<file path="src/rtl/m_unit_controller_if.sv">
// Handshake between the execute stage and the M-extension sequencer.
// The EX side is the master; the multiply/divide unit is the slave.
interface m_unit_controller_if #(
    parameter int XLEN = 32
);
    logic            start;
    logic            flush;
    logic [2:0]      func3;
    logic [XLEN-1:0] op1;
    logic [XLEN-1:0] op2;
    logic            stall;
    logic            busy;
    logic            result_valid;
    logic [XLEN-1:0] result;

    modport master (
        output start, flush, func3, op1, op2,
        input  stall, busy, result_valid, result
    );

    modport slave (
        input  start, flush, func3, op1, op2,
        output stall, busy, result_valid, result
    );
endinterface

</file>
<file path="src/rtl/m_unit_controller.sv">
// RV32M sequencer: single-cycle shared multiplier plus a 32-step restoring divider.
// Holds the pipeline with stall while busy and pulses result_valid in DONE.
module m_unit_controller #(
    parameter int XLEN = 32
) (
    input  logic                 clk,
    input  logic                 rst_n,
    m_unit_controller_if.slave   bus
);
    localparam int CW = $clog2(XLEN);
    localparam logic [CW-1:0] LAST_STEP = CW'(XLEN - 1);

    typedef enum logic [1:0] {
        ST_IDLE,
        ST_MUL,
        ST_DIV,
        ST_DONE
    } state_t;

    state_t state_reg, state_next;

    logic [XLEN-1:0] op_a_reg, op_b_reg;
    logic [2:0]      func3_reg;
    logic [CW-1:0]   count_reg;
    logic [XLEN-1:0] rem_reg, quo_reg, div_reg;
    logic            neg_q_reg, neg_r_reg;
    logic [XLEN-1:0] result_reg;

    // Launch decode, evaluated on the live EX operands
    logic            accept;
    logic            in_signed;
    logic            div_zero;
    logic            overflow;
    logic [XLEN-1:0] a_mag, b_mag;

    assign accept    = (state_reg == ST_IDLE) && bus.start && !bus.flush;
    assign in_signed = !bus.func3[0];
    assign div_zero  = (bus.op2 == '0);
    assign overflow  = in_signed && (bus.op1 == {1'b1, {(XLEN-1){1'b0}}}) && (bus.op2 == '1);
    assign a_mag     = (in_signed && bus.op1[XLEN-1]) ? (-bus.op1) : bus.op1;
    assign b_mag     = (in_signed && bus.op2[XLEN-1]) ? (-bus.op2) : bus.op2;

    // Multiplier: sign-extend each operand to 2*XLEN as the variant requires
    logic            mul_a_signed, mul_b_signed;
    logic [2*XLEN-1:0] a_wide, b_wide, product;

    assign mul_a_signed = (func3_reg != 3'd3);
    assign mul_b_signed = (func3_reg == 3'd0) || (func3_reg == 3'd1);
    assign a_wide  = {{XLEN{mul_a_signed & op_a_reg[XLEN-1]}}, op_a_reg};
    assign b_wide  = {{XLEN{mul_b_signed & op_b_reg[XLEN-1]}}, op_b_reg};
    assign product = a_wide * b_wide;

    // One restoring-division step on the magnitudes
    logic [XLEN:0]   rem_shift, trial;
    logic [XLEN-1:0] rem_step, quo_step, div_result;

    always_comb begin
        rem_shift = {rem_reg, quo_reg[XLEN-1]};
        trial     = rem_shift - {1'b0, div_reg};
        if (!trial[XLEN]) begin
            rem_step = trial[XLEN-1:0];
            quo_step = {quo_reg[XLEN-2:0], 1'b1};
        end else begin
            rem_step = rem_shift[XLEN-1:0];
            quo_step = {quo_reg[XLEN-2:0], 1'b0};
        end
        if (func3_reg[1]) begin
            div_result = neg_r_reg ? (-rem_step) : rem_step;
        end else begin
            div_result = neg_q_reg ? (-quo_step) : quo_step;
        end
    end

    always_comb begin
        state_next = state_reg;
        case (state_reg)
            ST_IDLE: begin
                if (accept) begin
                    if (!bus.func3[2]) begin
                        state_next = ST_MUL;
                    end else if (div_zero || overflow) begin
                        state_next = ST_DONE;
                    end else begin
                        state_next = ST_DIV;
                    end
                end
            end
            ST_MUL:  state_next = bus.flush ? ST_IDLE : ST_DONE;
            ST_DIV: begin
                if (bus.flush) begin
                    state_next = ST_IDLE;
                end else if (count_reg == LAST_STEP) begin
                    state_next = ST_DONE;
                end
            end
            ST_DONE: state_next = ST_IDLE;
            default: state_next = ST_IDLE;
        endcase
    end

    always_ff @(posedge clk or negedge rst_n) begin
        if (!rst_n) begin
            state_reg <= ST_IDLE;
        end else begin
            state_reg <= state_next;
        end
    end

    always_ff @(posedge clk or negedge rst_n) begin
        if (!rst_n) begin
            op_a_reg   <= '0;
            op_b_reg   <= '0;
            func3_reg  <= '0;
            count_reg  <= '0;
            rem_reg    <= '0;
            quo_reg    <= '0;
            div_reg    <= '0;
            neg_q_reg  <= 1'b0;
            neg_r_reg  <= 1'b0;
            result_reg <= '0;
        end else begin
            case (state_reg)
                ST_IDLE: begin
                    if (accept) begin
                        op_a_reg  <= bus.op1;
                        op_b_reg  <= bus.op2;
                        func3_reg <= bus.func3;
                        count_reg <= '0;
                        rem_reg   <= '0;
                        quo_reg   <= a_mag;
                        div_reg   <= b_mag;
                        neg_q_reg <= in_signed && (bus.op1[XLEN-1] ^ bus.op2[XLEN-1]);
                        neg_r_reg <= in_signed && bus.op1[XLEN-1];
                        // Special divides resolve here and skip the iteration
                        if (bus.func3[2] && div_zero) begin
                            result_reg <= bus.func3[1] ? bus.op1 : '1;
                        end else if (bus.func3[2] && overflow) begin
                            result_reg <= bus.func3[1] ? '0 : {1'b1, {(XLEN-1){1'b0}}};
                        end
                    end
                end
                ST_MUL: begin
                    if (!bus.flush) begin
                        result_reg <= (func3_reg == 3'd0) ? product[XLEN-1:0]
                                                          : product[2*XLEN-1:XLEN];
                    end
                end
                ST_DIV: begin
                    if (!bus.flush) begin
                        rem_reg   <= rem_step;
                        quo_reg   <= quo_step;
                        count_reg <= count_reg + 1'b1;
                        if (count_reg == LAST_STEP) begin
                            result_reg <= div_result;
                        end
                    end
                end
                default: ;
            endcase
        end
    end

    assign bus.stall        = accept || (state_reg == ST_MUL) || (state_reg == ST_DIV);
    assign bus.busy         = (state_reg != ST_IDLE);
    assign bus.result_valid = (state_reg == ST_DONE);
    assign bus.result       = result_reg;
endmodule

</file>
<file path="src/flat_wrapper.sv">
// flat-port wrapper written by rule: the top's interface ports become plain ports
module m_unit_controller_flat 
#(
    parameter int XLEN = 32
)
  (clk, rst_n, bus_start, bus_flush, bus_func3, bus_op1, bus_op2, bus_stall, bus_busy, bus_result_valid, bus_result);
  m_unit_controller_if #(.XLEN(XLEN)) bus_i ();
  input  logic clk;
  input  logic rst_n;
  input wire logic [$bits(bus_i.start)-1:0] bus_start;
  input wire logic [$bits(bus_i.flush)-1:0] bus_flush;
  input wire logic [$bits(bus_i.func3)-1:0] bus_func3;
  input wire logic [$bits(bus_i.op1)-1:0] bus_op1;
  input wire logic [$bits(bus_i.op2)-1:0] bus_op2;
  output wire logic [$bits(bus_i.stall)-1:0] bus_stall;
  output wire logic [$bits(bus_i.busy)-1:0] bus_busy;
  output wire logic [$bits(bus_i.result_valid)-1:0] bus_result_valid;
  output wire logic [$bits(bus_i.result)-1:0] bus_result;
  assign bus_i.start = bus_start;
  assign bus_i.flush = bus_flush;
  assign bus_i.func3 = bus_func3;
  assign bus_i.op1 = bus_op1;
  assign bus_i.op2 = bus_op2;
  assign bus_stall = bus_i.stall;
  assign bus_busy = bus_i.busy;
  assign bus_result_valid = bus_i.result_valid;
  assign bus_result = bus_i.result;
  m_unit_controller #(.XLEN(XLEN)) u_core (.clk(clk), .rst_n(rst_n), .bus(bus_i));
endmodule
</file>
<file path="config.mk">
export PLATFORM = sky130hd
export DESIGN_NAME = m_unit_controller_flat
export DESIGN_NICKNAME = d
export VERILOG_FILES = /design/src/rtl/m_unit_controller_if.sv /design/src/rtl/m_unit_controller.sv /design/src/flat_wrapper.sv
export SDC_FILE = /design/constraint.sdc
export NUM_CORES = 2
export LEC_CHECK = 0
export CAP_MARGIN = 40
export CORE_MARGIN = 1
export CORE_UTILIZATION = 43
export CTS_BUF_LIST = sky130_fd_sc_hd__clkbuf_2 sky130_fd_sc_hd__clkbuf_4 sky130_fd_sc_hd__clkbuf_8
export DETAILED_ROUTE_END_ITERATION = 16
export PLACE_DENSITY_LB_ADDON = 0.08
export SKIP_LAST_GASP = 1
export SYNTH_ARGS = -nofsm -noshare
export SYNTH_HDL_FRONTEND = slang
export SYNTH_SLANG_ARGS = --single-unit
</file>
<file path="constraint.sdc">
create_clock -name clk -period 9.9 [get_ports clk]
set_input_delay 2.97 -clock clk [delete_from_list [all_inputs] [get_ports clk]]
set_output_delay 2.97 -clock clk [all_outputs]
set_load 0.01 [all_outputs]
</file>
==> flow_summary.yaml <==
run_status:
  status: "finished clean"
sta:
  fin_tns_setup_ns: 0
  slew_violations: 0
  min_period_ns: 9.56
  setup_viol: 0
  rsz0062_at_grt: "false"
  slew-limit-headroom_pct: 38.6
  max_freq_ghz: 0.105
  fin_worst_skew_ns: 0.0509
  final-hold-violation-count: 0
  setup_ws_ns: 0.342
  fin_crit_sh_pct: 96.5
  worstMarginPinSlew_ns: 0.912
drt:
  drtIter0Drc: 3598
  routedWlPerCell_um: 23.9
  antenna_left: 0
  first_pass_iters: 8
  vias: 41800
  wirelength_mm: 184
  vias_per_cell: 5.42
  drc: 0
grt:
  grt_pass1_wl_mm: 285
  track_usage_pct: 30.9
  grt_max_degree: 133
  grt_pass1_vias: 44500
  overflow: 0
  antenna_found_initial: 3
placement:
  hpwl_mm: 151
  dpl_cell_area_um2: 56000
  port_buffers: 105
  pre_cts_slack_ns: 0.446
  place.gp.congestion: 0.949
floorplanning:
  rows: 127
  initial_utilization_pct: 43.5
  die_area_um2: 123000
  boundaryPins: 106
  chipWidth_um: 351
  core_area_um2: 120000
  die_h_um: 351
critical_path:
  reg2reg_slack_ns: 0.34
  path_buf_inv: 5
  crit_start: "u_core.op_a_reg[19]"
  slowest_stage: "dfrtp_1"
  cp_data_arrival_time_ns: 10.06
  crit_family: "adder cells"
  r2r_start: "u_core.op_a_reg[19]"
  crit_type: "reg -> reg"
  cp.required_ns: 10.40
  cp.depth: 27
  critPathMaxStageDelay_ns: 0.80
  reg2reg_to: "u_core.bus.result[28]"
  endpoint_kind: "flip-flop"
  critPathMostFrequentCell: "fa_1"
  cp_max_fo: 24
  reg2reg_depth: 27
  worstSetupStartpointType: "flip-flop"
synthesis:
  synth_nets: 7535
  avgSynthCellArea_um2: 8.62
  synth_edf_count: 0
  synth_cells: 6082
  ys_seq_area_share_pct: 9.69
  async_reset_ff_share_pct: 100
  synth.cell_area_um2: 52400
  yosysWarnings: 0
  synthDistinctLibCells: 94
  synth-seq-cells: 203
  synth-main-ff-cell: "dfrtp_1"
worst_hold_path:
  min_to: "u_core.op_b_reg[13]"
  hold_path_class: "reg -> reg"
  hold_depth: 2
  hold_start: "u_core.op_b_reg[13]"
clock_tree:
  cts.htree.levels: 2
  ctsHoldBuffers: 0
  clk_pin_slew_ns: 0.06
  clock_sinks: 203
  clk-insertion-delay-late_ns: 0.65
  cts-resized-gates: 0
  clockBufferDepth: 3
  cts_setup_buffers: 0
  cts_made_buffers: 42
  cts_tree: "yes"
  cts_root_buf: "clkbuf_8"
cells_and_area:
  final_cell_area_um2: 56900
  final_layout_size_suffix_gt1_share_pct: 4.81
  fillCellCount: 12100
  fin_nets: 7518
  area_delta_synth_final_pct: 8.56
job:
  cap_violations: 0
## layout make-up
cell class | instances | area [µm²] | area share, %
diodes | 5 | 12.5 | 0.0220
multi-input cells | 4280 | 41300 | 72.7
inverters | 1272 | 4770 | 8.39
flip-flops and latches | 203 | 5080 | 8.93
clock inverters | 10 | 85.1 | 0.150
repair buffers | 266 | 2790 | 4.90
clock buffers | 61 | 796 | 1.40
well taps | 1612 | 2020 | 3.55
## cell usage after synthesis, types with 26 or more instances
master    count  share of area [%]
o31ai_1      27               0.39
xor2_1       77                1.3
nand4_1      26               0.31
nand2b_1     32               0.38
fa_1       1126                 43
o21ai_0     225                2.1
nor2_1      167                1.2
inv_1      1269                9.1
nand3_1      36               0.34
and2_1      285                3.4
dfrtp_1     203                9.7
or3_1        29               0.35
a22oi_1      35               0.50
xnor2_1     128                2.1
nand2_1    1176                8.4
ha_1        256                6.1
clkbuf_1    312                2.2
nor3_1       57               0.54
a21o_1       38               0.54
a21oi_1     168                1.6
## per-stage QoR
step / hold slack (ns) / util (%) / cells
after floorplan: 0.450 / - / 6082
after global placement: 0.464 / 45.9 / 7605
after detailed placement: 0.466 / 46.5 / 7632
after CTS: 0.480 / 47.2 / 7703
after global routing: 0.515 / 47.2 / 7704
final: 0.483 / 47.2 / 7709
## cell usage in the layout (no fill, tap or decap), types with 12 or more instances in the layout
master	Yosys	layout
inv_1	1269	1269
clkdlybuf4s50_1	0	104
nand3_1	36	35
a21oi_1	168	168
nand4_1	26	26
a31oi_1	14	14
ha_1	256	256
and2_1	285	285
o31ai_1	27	27
nor2_1	167	165
or2_2	17	17
o21a_1	24	24
o41ai_1	13	13
xnor2_1	128	128
or3_1	29	29
clkbuf_8	0	54
a221oi_1	15	15
fa_1	1126	1126
buf_16	0	24
a22oi_1	35	35
o21ai_1	12	12
nor2b_1	24	24
xor2_1	77	77
o21bai_1	13	13
nor3_1	57	56
a211oi_1	21	21
nand2b_1	32	32
a21o_1	38	38
nor4_1	14	14
nand2_1	1176	1175
o211ai_1	22	22
and3_1	15	15
o21ai_0	225	225
dfrtp_1	203	203
mux2i_1	20	20
buf_4	0	133
## metal layers
metal  GRT usage, %  part of all wire (%)  vias up
li1               -                     -    18400
met1           44.6                    44    21700
met2           48.9                    46     1505
met3           3.68                   6.7      235
met4           8.43                   3.2        0
met5              0                     0        -
## logic make-up (layout without fill, tap and decap cells)
logic type | count (synthesis) | after routing | share of synthesized area [%]
simple gates | 1927 | 1927 | 16.6
buf+inv | 1599 | 1609 | 11.5
fa+ha+maj | 1382 | 1382 | 49.1
compound gates | 735 | 735 | 9.03
xor+xnor | 205 | 205 | 3.43
flops | 203 | 203 | 9.69
mux | 31 | 31 | 0.635
other cells | 0 | 5 | 0
## worst max-delay path by stage
| stage | slack (ns) | endpoint |
|---|---|---|
| after floorplan | 1.60 | u_core.bus.result[29] |
| after global placement | 0.42 | u_core.bus.result[28] |
| after detailed placement | 0.45 | u_core.bus.result[28] |
| after CTS | 0.37 | u_core.bus.result[28] |
| after global routing | 0.02 | u_core.bus.result[28] |
| final | 0.34 | u_core.bus.result[28] |
## worst register-to-register path, stage by stage (launching register included)
cell and delay [ns]:
dfrtp_1 0.80, buf_4 0.51, and2_1 0.23, fa_1 0.43
fa_1 0.54, fa_1 0.56, inv_1 0.05, fa_1 0.48
fa_1 0.56, inv_1 0.06, fa_1 0.47, inv_1 0.07
fa_1 0.49, inv_1 0.05, fa_1 0.45, ha_1 0.37
and3_1 0.25, and4_1 0.21, a221oi_1 0.50, and4_1 0.32
a211oi_1 0.11, o2111ai_1 0.34, a21oi_1 0.15, o21ai_0 0.45
nand3_1 0.20, a41o_1 0.28, xnor2_1 0.37, o311ai_1 0.14
Power is left out: the tool's default activity adds up to more than one toggle a clock period on the data nets, which glitch-free logic cannot reach.
